===== src/rtl/keypad_scanner.sv =====
`default_nettype none
// ============================================================================
// Module   : keypad_scanner
// Brief    : 4x4 matrix keypad scanner with synchronized, debounced press/release
// Revision : 1.0 - initial release
// ============================================================================
module keypad_scanner #(
    parameter int SCAN_DIV     = 10000,
    parameter int DEBOUNCE_CNT = 50000
) (
    input  logic       clk,
    input  logic       rst_n,
    input  logic [3:0] i_cols,
    output logic [3:0] o_rows,
    output logic [3:0] o_key,
    output logic       o_key_valid,
    output logic       o_key_held
);

    localparam int c_MAX_PARAM = (SCAN_DIV > DEBOUNCE_CNT) ? SCAN_DIV : DEBOUNCE_CNT;
    localparam int c_CNT_W     = (c_MAX_PARAM > 1) ? $clog2(c_MAX_PARAM) : 1;

    localparam logic [c_CNT_W-1:0] c_SLOT_LAST = c_CNT_W'(SCAN_DIV - 1);
    localparam logic [c_CNT_W-1:0] c_DB_LAST   = c_CNT_W'(DEBOUNCE_CNT - 1);
    localparam logic [c_CNT_W-1:0] c_CNT_MAX   = '1;
    localparam logic [c_CNT_W-1:0] c_CNT_ONE   = c_CNT_W'(1);

    typedef enum logic [1:0] {
        SCAN     = 2'd0,
        DEBOUNCE = 2'd1,
        HELD     = 2'd2,
        RELEASE  = 2'd3
    } state_t;

    logic [3:0]         r_cs_meta;
    logic [3:0]         r_cs;
    state_t             r_state;
    logic [1:0]         r_row_idx;
    logic [3:0]         r_rows;
    logic [c_CNT_W-1:0] r_div_cnt;
    logic [c_CNT_W-1:0] r_db_cnt;
    logic [3:0]         r_pat;
    logic [1:0]         r_col;
    logic [3:0]         r_key;
    logic               r_key_valid;
    logic               r_key_held;

    logic [3:0]         w_low;
    logic               w_single;
    logic [1:0]         w_col;
    logic               w_all_high;

    function automatic logic [c_CNT_W-1:0] f_sat_inc(input logic [c_CNT_W-1:0] v);
        return (v == c_CNT_MAX) ? v : v + c_CNT_ONE;
    endfunction

    function automatic logic [3:0] f_key_map(input logic [1:0] row, input logic [1:0] col);
        logic [3:0] k;
        case ({row, col})
            4'h0: k = 4'h1;
            4'h1: k = 4'h2;
            4'h2: k = 4'h3;
            4'h3: k = 4'hA;
            4'h4: k = 4'h4;
            4'h5: k = 4'h5;
            4'h6: k = 4'h6;
            4'h7: k = 4'hB;
            4'h8: k = 4'h7;
            4'h9: k = 4'h8;
            4'hA: k = 4'h9;
            4'hB: k = 4'hC;
            4'hC: k = 4'hE;
            4'hD: k = 4'h0;
            4'hE: k = 4'hF;
            default: k = 4'hD;
        endcase
        return k;
    endfunction

    // Columns are asynchronous to clk; only r_cs is used beyond this point.
    always_ff @(posedge clk or negedge rst_n) begin
        if (!rst_n) begin
            r_cs_meta <= 4'hF;
            r_cs      <= 4'hF;
        end else begin
            r_cs_meta <= i_cols;
            r_cs      <= r_cs_meta;
        end
    end

    assign w_low      = ~r_cs;
    assign w_single   = (w_low != 4'd0) && ((w_low & (w_low - 4'd1)) == 4'd0);
    assign w_all_high = (r_cs == 4'hF);

    always_comb begin
        w_col = 2'd0;
        case (w_low)
            4'b0010: w_col = 2'd1;
            4'b0100: w_col = 2'd2;
            4'b1000: w_col = 2'd3;
            default: w_col = 2'd0;
        endcase
    end

    always_ff @(posedge clk or negedge rst_n) begin
        if (!rst_n) begin
            r_state     <= SCAN;
            r_row_idx   <= 2'd0;
            r_rows      <= 4'b1110;
            r_div_cnt   <= '0;
            r_db_cnt    <= '0;
            r_pat       <= 4'hF;
            r_col       <= 2'd0;
            r_key       <= 4'h0;
            r_key_valid <= 1'b0;
            r_key_held  <= 1'b0;
        end else begin
            r_key_valid <= 1'b0;
            case (r_state)
                SCAN: begin
                    if (r_div_cnt >= c_SLOT_LAST) begin
                        r_div_cnt <= '0;
                        if (w_single) begin
                            r_state  <= DEBOUNCE;
                            r_pat    <= r_cs;
                            r_col    <= w_col;
                            r_db_cnt <= '0;
                        end else begin
                            r_row_idx <= r_row_idx + 2'd1;
                            r_rows    <= {r_rows[2:0], r_rows[3]};
                        end
                    end else begin
                        r_div_cnt <= r_div_cnt + c_CNT_ONE;
                    end
                end
                DEBOUNCE: begin
                    if (r_cs == r_pat) begin
                        if (r_db_cnt >= c_DB_LAST) begin
                            r_state     <= HELD;
                            r_key       <= f_key_map(r_row_idx, r_col);
                            r_key_valid <= 1'b1;
                            r_key_held  <= 1'b1;
                            r_db_cnt    <= '0;
                        end else begin
                            r_db_cnt <= f_sat_inc(r_db_cnt);
                        end
                    end else begin
                        // Bounce: give up on this row and move on.
                        r_state   <= SCAN;
                        r_db_cnt  <= '0;
                        r_div_cnt <= '0;
                        r_row_idx <= r_row_idx + 2'd1;
                        r_rows    <= {r_rows[2:0], r_rows[3]};
                    end
                end
                HELD: begin
                    if (w_all_high) begin
                        r_state  <= RELEASE;
                        r_db_cnt <= '0;
                    end
                end
                RELEASE: begin
                    if (w_all_high) begin
                        if (r_db_cnt >= c_DB_LAST) begin
                            r_state    <= SCAN;
                            r_key_held <= 1'b0;
                            r_db_cnt   <= '0;
                            r_div_cnt  <= '0;
                            r_row_idx  <= r_row_idx + 2'd1;
                            r_rows     <= {r_rows[2:0], r_rows[3]};
                        end else begin
                            r_db_cnt <= f_sat_inc(r_db_cnt);
                        end
                    end else begin
                        r_state  <= HELD;
                        r_db_cnt <= '0;
                    end
                end
                default: r_state <= SCAN;
            endcase
        end
    end

    assign o_rows      = r_rows;
    assign o_key       = r_key;
    assign o_key_valid = r_key_valid;
    assign o_key_held  = r_key_held;

endmodule
`default_nettype wire


===== config.mk =====
export PLATFORM = sky130hd
export DESIGN_NAME = keypad_scanner
export DESIGN_NICKNAME = d
export VERILOG_FILES = /design/src/rtl/keypad_scanner.sv
export SDC_FILE = /design/constraint.sdc
export NUM_CORES = 1
export LEC_CHECK = 0
export BUFFER_PORTS_ARGS = -buffer_cell sky130_fd_sc_hd__buf_4
export CAP_MARGIN = 0
export CORE_ASPECT_RATIO = 2
export CORE_MARGIN = 8
export CORE_UTILIZATION = 53
export CTS_BUF_LIST = sky130_fd_sc_hd__clkbuf_2 sky130_fd_sc_hd__clkbuf_4 sky130_fd_sc_hd__clkbuf_8
export DETAILED_ROUTE_END_ITERATION = 12
export PLACE_DENSITY = 0.71
export SYNTH_ARGS = -nofsm -noshare
export SYNTH_HDL_FRONTEND = slang
export SYNTH_SLANG_ARGS = --single-unit
export TNS_END_PERCENT = 5

===== constraint.sdc =====
create_clock -name clk -period 4.1 [get_ports clk]
set_clock_uncertainty 0.15 [all_clocks]
set_input_delay 0.615 -clock clk [delete_from_list [all_inputs] [get_ports clk]]
set_output_delay 0.615 -clock clk [all_outputs]
set_load 0.005 [all_outputs]

==> results of run 1 <==
==> sequential cells by signal, indices dropped and copies added (netlist names), 2 cells and up <==
signal	count
r_cs_meta	4
r_col	2
r_state	2
r_db_cnt	16
r_div_cnt	16
r_pat	4
o_rows	4
o_key	4
r_cs	4
r_row_idx	2
==> cell type report <==
type,count,area [um2],share of cell area
well taps,63,78.83,0.02252
flip-flops and latches,60,1520,0.4342
clock inverters,3,42.54,0.01215
inverters,12,45.04,0.01287
repair buffers,15,112.6,0.03217
clock buffers,13,178.9,0.05111
multi-input cells,238,1523,0.4350
==> stage by stage <==
stage | instance area [um2] | hold slack, ps | instances | total power (W)
finish | 3501 | 176.2 | 404 | 0.001200
CTS | 3501 | 198.6 | 404 | 0.001214
detailed placement | 3279 | 198.8 | 388 | 0.0006424
global route | 3501 | 200.4 | 404 | 0.001242
floorplan | 3164 | 169.4 | 324 | 0.0006244
global placement | 3279 | 197.3 | 388 | 0.0006412
==> final timing paths <==
path                                                from                        to  slack (ps)  depth (start not counted)
worst max-delay path            r_div_cnt[0]$_DFFE_PN0P_  r_db_cnt[12]$_DFFE_PN0P_        1420                          7
min in group clk                  r_cs_meta[2]$_DFF_PN1_         r_cs[2]$_DFF_PN1_         210                          0
worst min register to register    r_cs_meta[2]$_DFF_PN1_         r_cs[2]$_DFF_PN1_         210                          0
worst max register to register  r_div_cnt[0]$_DFFE_PN0P_  r_db_cnt[12]$_DFFE_PN0P_        1420                          7
max in group asynchronous                          rst_n   r_db_cnt[6]$_DFFE_PN0P_        3150                          1
worst min-delay path                               rst_n  r_div_cnt[5]$_DFFE_PN0P_         180                          1
==> kinds of logic after synthesis <==
family	after synthesis	synth area share
flip-flops	60	0.4804
buffers and inverters	26	0.03835
adder cells (fa/ha/maj)	7	0.02768
multiplexers	13	0.04508
AND/OR/NAND/NOR	122	0.2052
AO/OA/AOI/OAI	90	0.1866
XOR/XNOR	6	0.01661
==> cell usage in the layout, fill, tap and decap left out, types with 11 or more instances in the layout <==
| cell type | count |
|---|---|
| dfstp_2 | 15 |
| nor2_1 | 20 |
| a21oi_1 | 21 |
| dfrtp_1 | 45 |
| clkbuf_8 | 13 |
| o21ai_0 | 30 |
| nand2_1 | 25 |
| nand3_1 | 17 |
| buf_4 | 15 |
| inv_1 | 11 |
==> report_power, final <==
group / total, W / internal [W] / leakage, nW / switching, W
Combinational: 0.0000264 / 0.00000912 / 0.585 / 0.0000173
Sequential: 0.000605 / 0.000600 / 0.771 / 0.00000464
Clock: 0.000569 / 0.000346 / 0.112 / 0.000223
==> per-layer routing <==
metal	wire length (um)	share of wire	GRT usage	vias to the layer above
li1	-	-	-	1201
met1	2782	0.46	0.1752	1180
met2	2910	0.48	0.2294	45
met3	273	0.045	0.05444	9
met4	107	0.018	0.07787	0
met5	0	0	0	-
==> worst register-to-register path, cell delays in order, from the launching register on <==
cell and delay, ps:
dfrtp_1 410, ha_1 250, nand3_1 120, a21oi_1 90, or3_1 610, o21ai_2 620, nor2_1 120, o22a_1 200
==> impl_metrics.tcl, run 1 <==
set metrics [dict create \
    drc 0 \
    grt_start_max_net_pins 61 \
    crit_path_end_kind "flop" \
    portBuffers 15 \
    slowest_stage "or3_1" \
    syn_area_mm2 0.003164 \
    globalplace.congestion 0.8428 \
    cts_tree "done" \
    yosysMostFrequentCell "dfrtp_1" \
    die_area_mm2 0.008848 \
    ctsResizeCount 0 \
    synth-main-ff-cell "dfrtp_1" \
    die_w_um 70.64 \
    grt_setup_unrepaired "no" \
    fin_util 0.5928 \
    hold_violations 0 \
    yosys-top-cells-area "dfrtp_1, dfstp_2, o21ai_0" \
    start_kind "flop" \
    path_cells "ha_1, nand3_1, a21oi_1, or3_1, o21ai_2, nor2_1, o22a_1" \
    grt_pass1_wl_um 10500 \
    setup_slack_ps 1425 \
    tns_ps 0 \
    status "finished clean" \
    first_pass_iters 4 \
    wl_per_cell_um 15.03 \
    insertion_delay_ps 350 \
    cpPeakStageDelay_ps 610 \
    core_area_mm2 0.005906 \
    cts.sinks 60 \
    power_density_mw_per_mm2 342.7 \
    io_pins 16 \
    ant_nets 0 \
    critPathArrivalTime_ps 2760 \
    vias_per_cell 6.027 \
    yosys_warnings 0 \
    hold_buffers 0 \
    clockBufferDepth 2 \
    synth_nets 337 \
    crit_family "compound AO/OA/AOI/OAI gates" \
    cp_max_fo 17 \
    path_class "reg -> reg" \
    slew_viol_final 0 \
    totalWireLength_um 6074 \
    antenna_found_initial 0 \
    slew_headroom 0.5168 \
    cts_root_buf "clkbuf_8" \
    start_util 0.5358 \
    synth_edf_count 0 \
    rows 40 \
    yosys-top-cells-count "dfrtp_1, o21ai_0, nand2_1" \
    drtIter0Drc 147 \
    synthArstFlopShare 1.000 \
    synthCells 324 \
    p_leak_nw 1.468 \
    grt_usage 0.1489 \
    fmax_mhz 373.8 \
    antenna_cells 0 \
    ys_ff_latch 60 \
    min_path_type "in -> async" \
    finalNetCount 349 \
    grt_overflow_total 0 \
    area_growth_syn_to_layout_pct 10.64 \
    die_h_um 125.3 \
    pre_cts_ws_ps 1433 \
    clk_pin_slew_ps 60 \
    tightest_slew_ps 724.8 \
    fin_crit_ps 2675 \
    yosysSeqAreaShare 0.4804 \
    yosysTopAreaCell "dfrtp_1" \
    fin_crit_sh 0.6525 \
    setup_violations 0 \
    dr_total_vias 2435 \
    cts_made_buffers 9 \
    path_buf_inv 0 \
    avgSynthCellArea_um2 9.766 \
    htree_levels 3 \
    drive_gt1_frac 0.1994 \
    cp.required_ps 4190 \
    postCtsSetupRepairBufs 0 \
    synthDistinctLibCells 59 \
    first_global_vias 2313 \
    fillers 526 \
    ir_worst_vdd_v 0.0002953 \
    cap_violations 0 \
    dp_hpwl_um 4271 \
    synth_top_area_share 0.3559 \
]
No activity file was read; power rests on OpenSTA's default activity.
==> run 2: changes to the inputs <==
clock period = 2.5 ns   (was 4.1 ns; I/O delays follow)
==> run 2 against run 1 <==
Sequential share of layout area down 1.5 points. Worst setup slack lost 1300 ps. Combinational power is 87% higher. Total power increased by 52%. Register-to-register slack worse by 1300 ps. Global-route usage is 0.82 points higher. Clock-buffer cell count increased by 1. Cell area rose by 3.6%. Critical path type unchanged. Largest cell class unchanged. Largest power group unchanged.
==> impl_metrics.tcl, run 2 (same netlist as run 1, synthesis figures left out) <==
set metrics [dict create \
    p_leak_nw 1.543 \
    hold_ws_ps 204.4 \
    antenna_found_initial 0 \
    die_h_um 125.3 \
    grt_pass1_wl_um 11340 \
    hold_path.startpoint "r_cs_meta[0]$_DFF_PN1_" \
    cp.required_ps 2630 \
    fin_crit_sh 0.9566 \
    hold_violations 0 \
    dr_total_vias 2494 \
    crit_family "simple AND/OR/NAND/NOR gates" \
    die_w_um 70.64 \
    cap_violations 0 \
    slowest_stage "dfstp_2" \
    fin_util 0.6140 \
    cts_tree "done" \
    min_path_type "reg -> reg" \
    ant_nets 0 \
    dp_hpwl_um 4481 \
    reg_top3 "r_db_cnt x16, r_div_cnt x16" \
    path_class "reg -> reg" \
    grt_overflow_total 0 \
    slew_headroom 0.5130 \
    fmax_mhz 418.2 \
    vias_per_cell 5.938 \
    layout_commonest_cell "dfrtp_1" \
    drc 0 \
    crit_path_end_kind "flop" \
    area_growth_syn_to_layout_pct 14.59 \
    tns_ps 0 \
    cpPeakStageDelay_ps 570 \
    path_cells "and2b_1, a2111oi_4, a21oi_2, or2_4, or4_1, nand3_1" \
    slew_viol_final 0 \
    ir_worst_vdd_v 0.0003559 \
    cts_made_buffers 9 \
    dpl_cell_area_mm2 0.003374 \
    insertion_delay_ps 340 \
    power_density_mw_per_mm2 504.0 \
    cts.sinks 60 \
    first_global_vias 2534 \
    reg2reg_from "r_cs[1]$_DFF_PN1_" \
    dp_cells 399 \
    start_kind "flop" \
    totalWireLength_um 6357 \
    antenna_cells 0 \
    mostFrequentLayoutCells "dfrtp_1, o21ai_0, nand2_1, buf_4, a21oi_1" \
    wl_per_cell_um 15.14 \
    grt_setup_unrepaired "no" \
    grt_usage 0.1571 \
    path_buf_inv 0 \
    fillers 504 \
    start_util 0.5358 \
    rows 40 \
    drtIter0Drc 69 \
    status "finished clean" \
    cp-startpoint "r_cs[1]$_DFF_PN1_" \
    critPathArrivalTime_ps 2520 \
    die_area_mm2 0.008848 \
    design_area_mm2 0.003626 \
    grt_start_max_net_pins 61 \
    clk_pin_slew_ps 60 \
    fin_crit_ps 2391 \
    drive_gt1_frac 0.2353 \
    cts_root_buf "clkbuf_8" \
    finalNetCount 365 \
    htree_levels 3 \
    portBuffers 15 \
    postCtsSetupRepairBufs 0 \
    cp_max_fo 7 \
    first_pass_iters 4 \
    clockBufferDepth 2 \
    core_area_mm2 0.005906 \
    tightest_slew_ps 730.5 \
    io_pins 16 \
    final_cells 420 \
    setup_violations 0 \
    globalplace.congestion 0.8684 \
]
-- run 2: changes by cell type in the layout (fill, tap and decap cells not counted), moves of 2 or more --
cell,change
or2_4,+2
buf_4,+10
clkbuf_8,-2
dlygate4sd3_1,+5
clkbuf_4,+3
-- run 2: power by group --
part | leakage, nW | switching (W) | internal, W
Clock | 0.101 | 0.000344 | 0.000444
Combinational | 0.671 | 0.0000293 | 0.0000199
Sequential | 0.771 | 0.00000694 | 0.000984
-- run 2: final timing paths --
kind / to / slack, ps / depth (start not counted)
max: r_db_cnt[10]$_DFFE_PN0P_ / 110 / 6
max reg2reg: r_db_cnt[10]$_DFFE_PN0P_ / 110 / 6
max in group asynchronous: o_key[1]$_DFFE_PN0P_ / 1220 / 2
min in group asynchronous: r_div_cnt[11]$_DFFE_PN0P_ / 490 / 2
min: r_cs[0]$_DFF_PN1_ / 200 / 0
min reg2reg: r_cs[0]$_DFF_PN1_ / 200 / 0
-- run 2: stage by stage --
stage	total power (W)	worst slack (ps)
after global routing	0.001893	4.537
after detailed placement	0.001053	80.47
final	0.001828	108.6
after global placement	0.001052	140.8
after CTS	0.001861	58.88
after floorplan	0.001024	187.8
-- run 2: final cells by class --
class / count / area, um2 / area share
clock buffers: 14 / 173.9 / 0.04796
clock inverters: 2 / 10.01 / 0.002761
inverters: 12 / 45.04 / 0.01242
multi-input cells: 238 / 1540 / 0.4248
flip-flops and latches: 60 / 1520 / 0.4193
well taps: 63 / 78.83 / 0.02174
repair buffers: 31 / 257.7 / 0.07108
-- run 2: what timing repair did --
action / in CTS / in global routing
endpoints found under the hold margin: 49 / 0
setup endpoints to repair: 0 / 6
gates resized for setup: 0 / 7
hold buffers: 5 / 0
-- run 2: metal layers --
layer	global-route usage	wire length [um]	up-vias
met3	0.04003	261	15
li1	-	-	1232
met5	0	0	-
met4	0.09394	158	0
met1	0.1820	2861	1198
met2	0.2519	3075	49
-- run 2: worst register-to-register path, delay by kind of cell (launching register included) --
kind | cells | cell delay (ps)
AOI/OAI and AO/OA | 2 | 580
and+or+nand+nor | 4 | 1040
DFF | 1 | 570
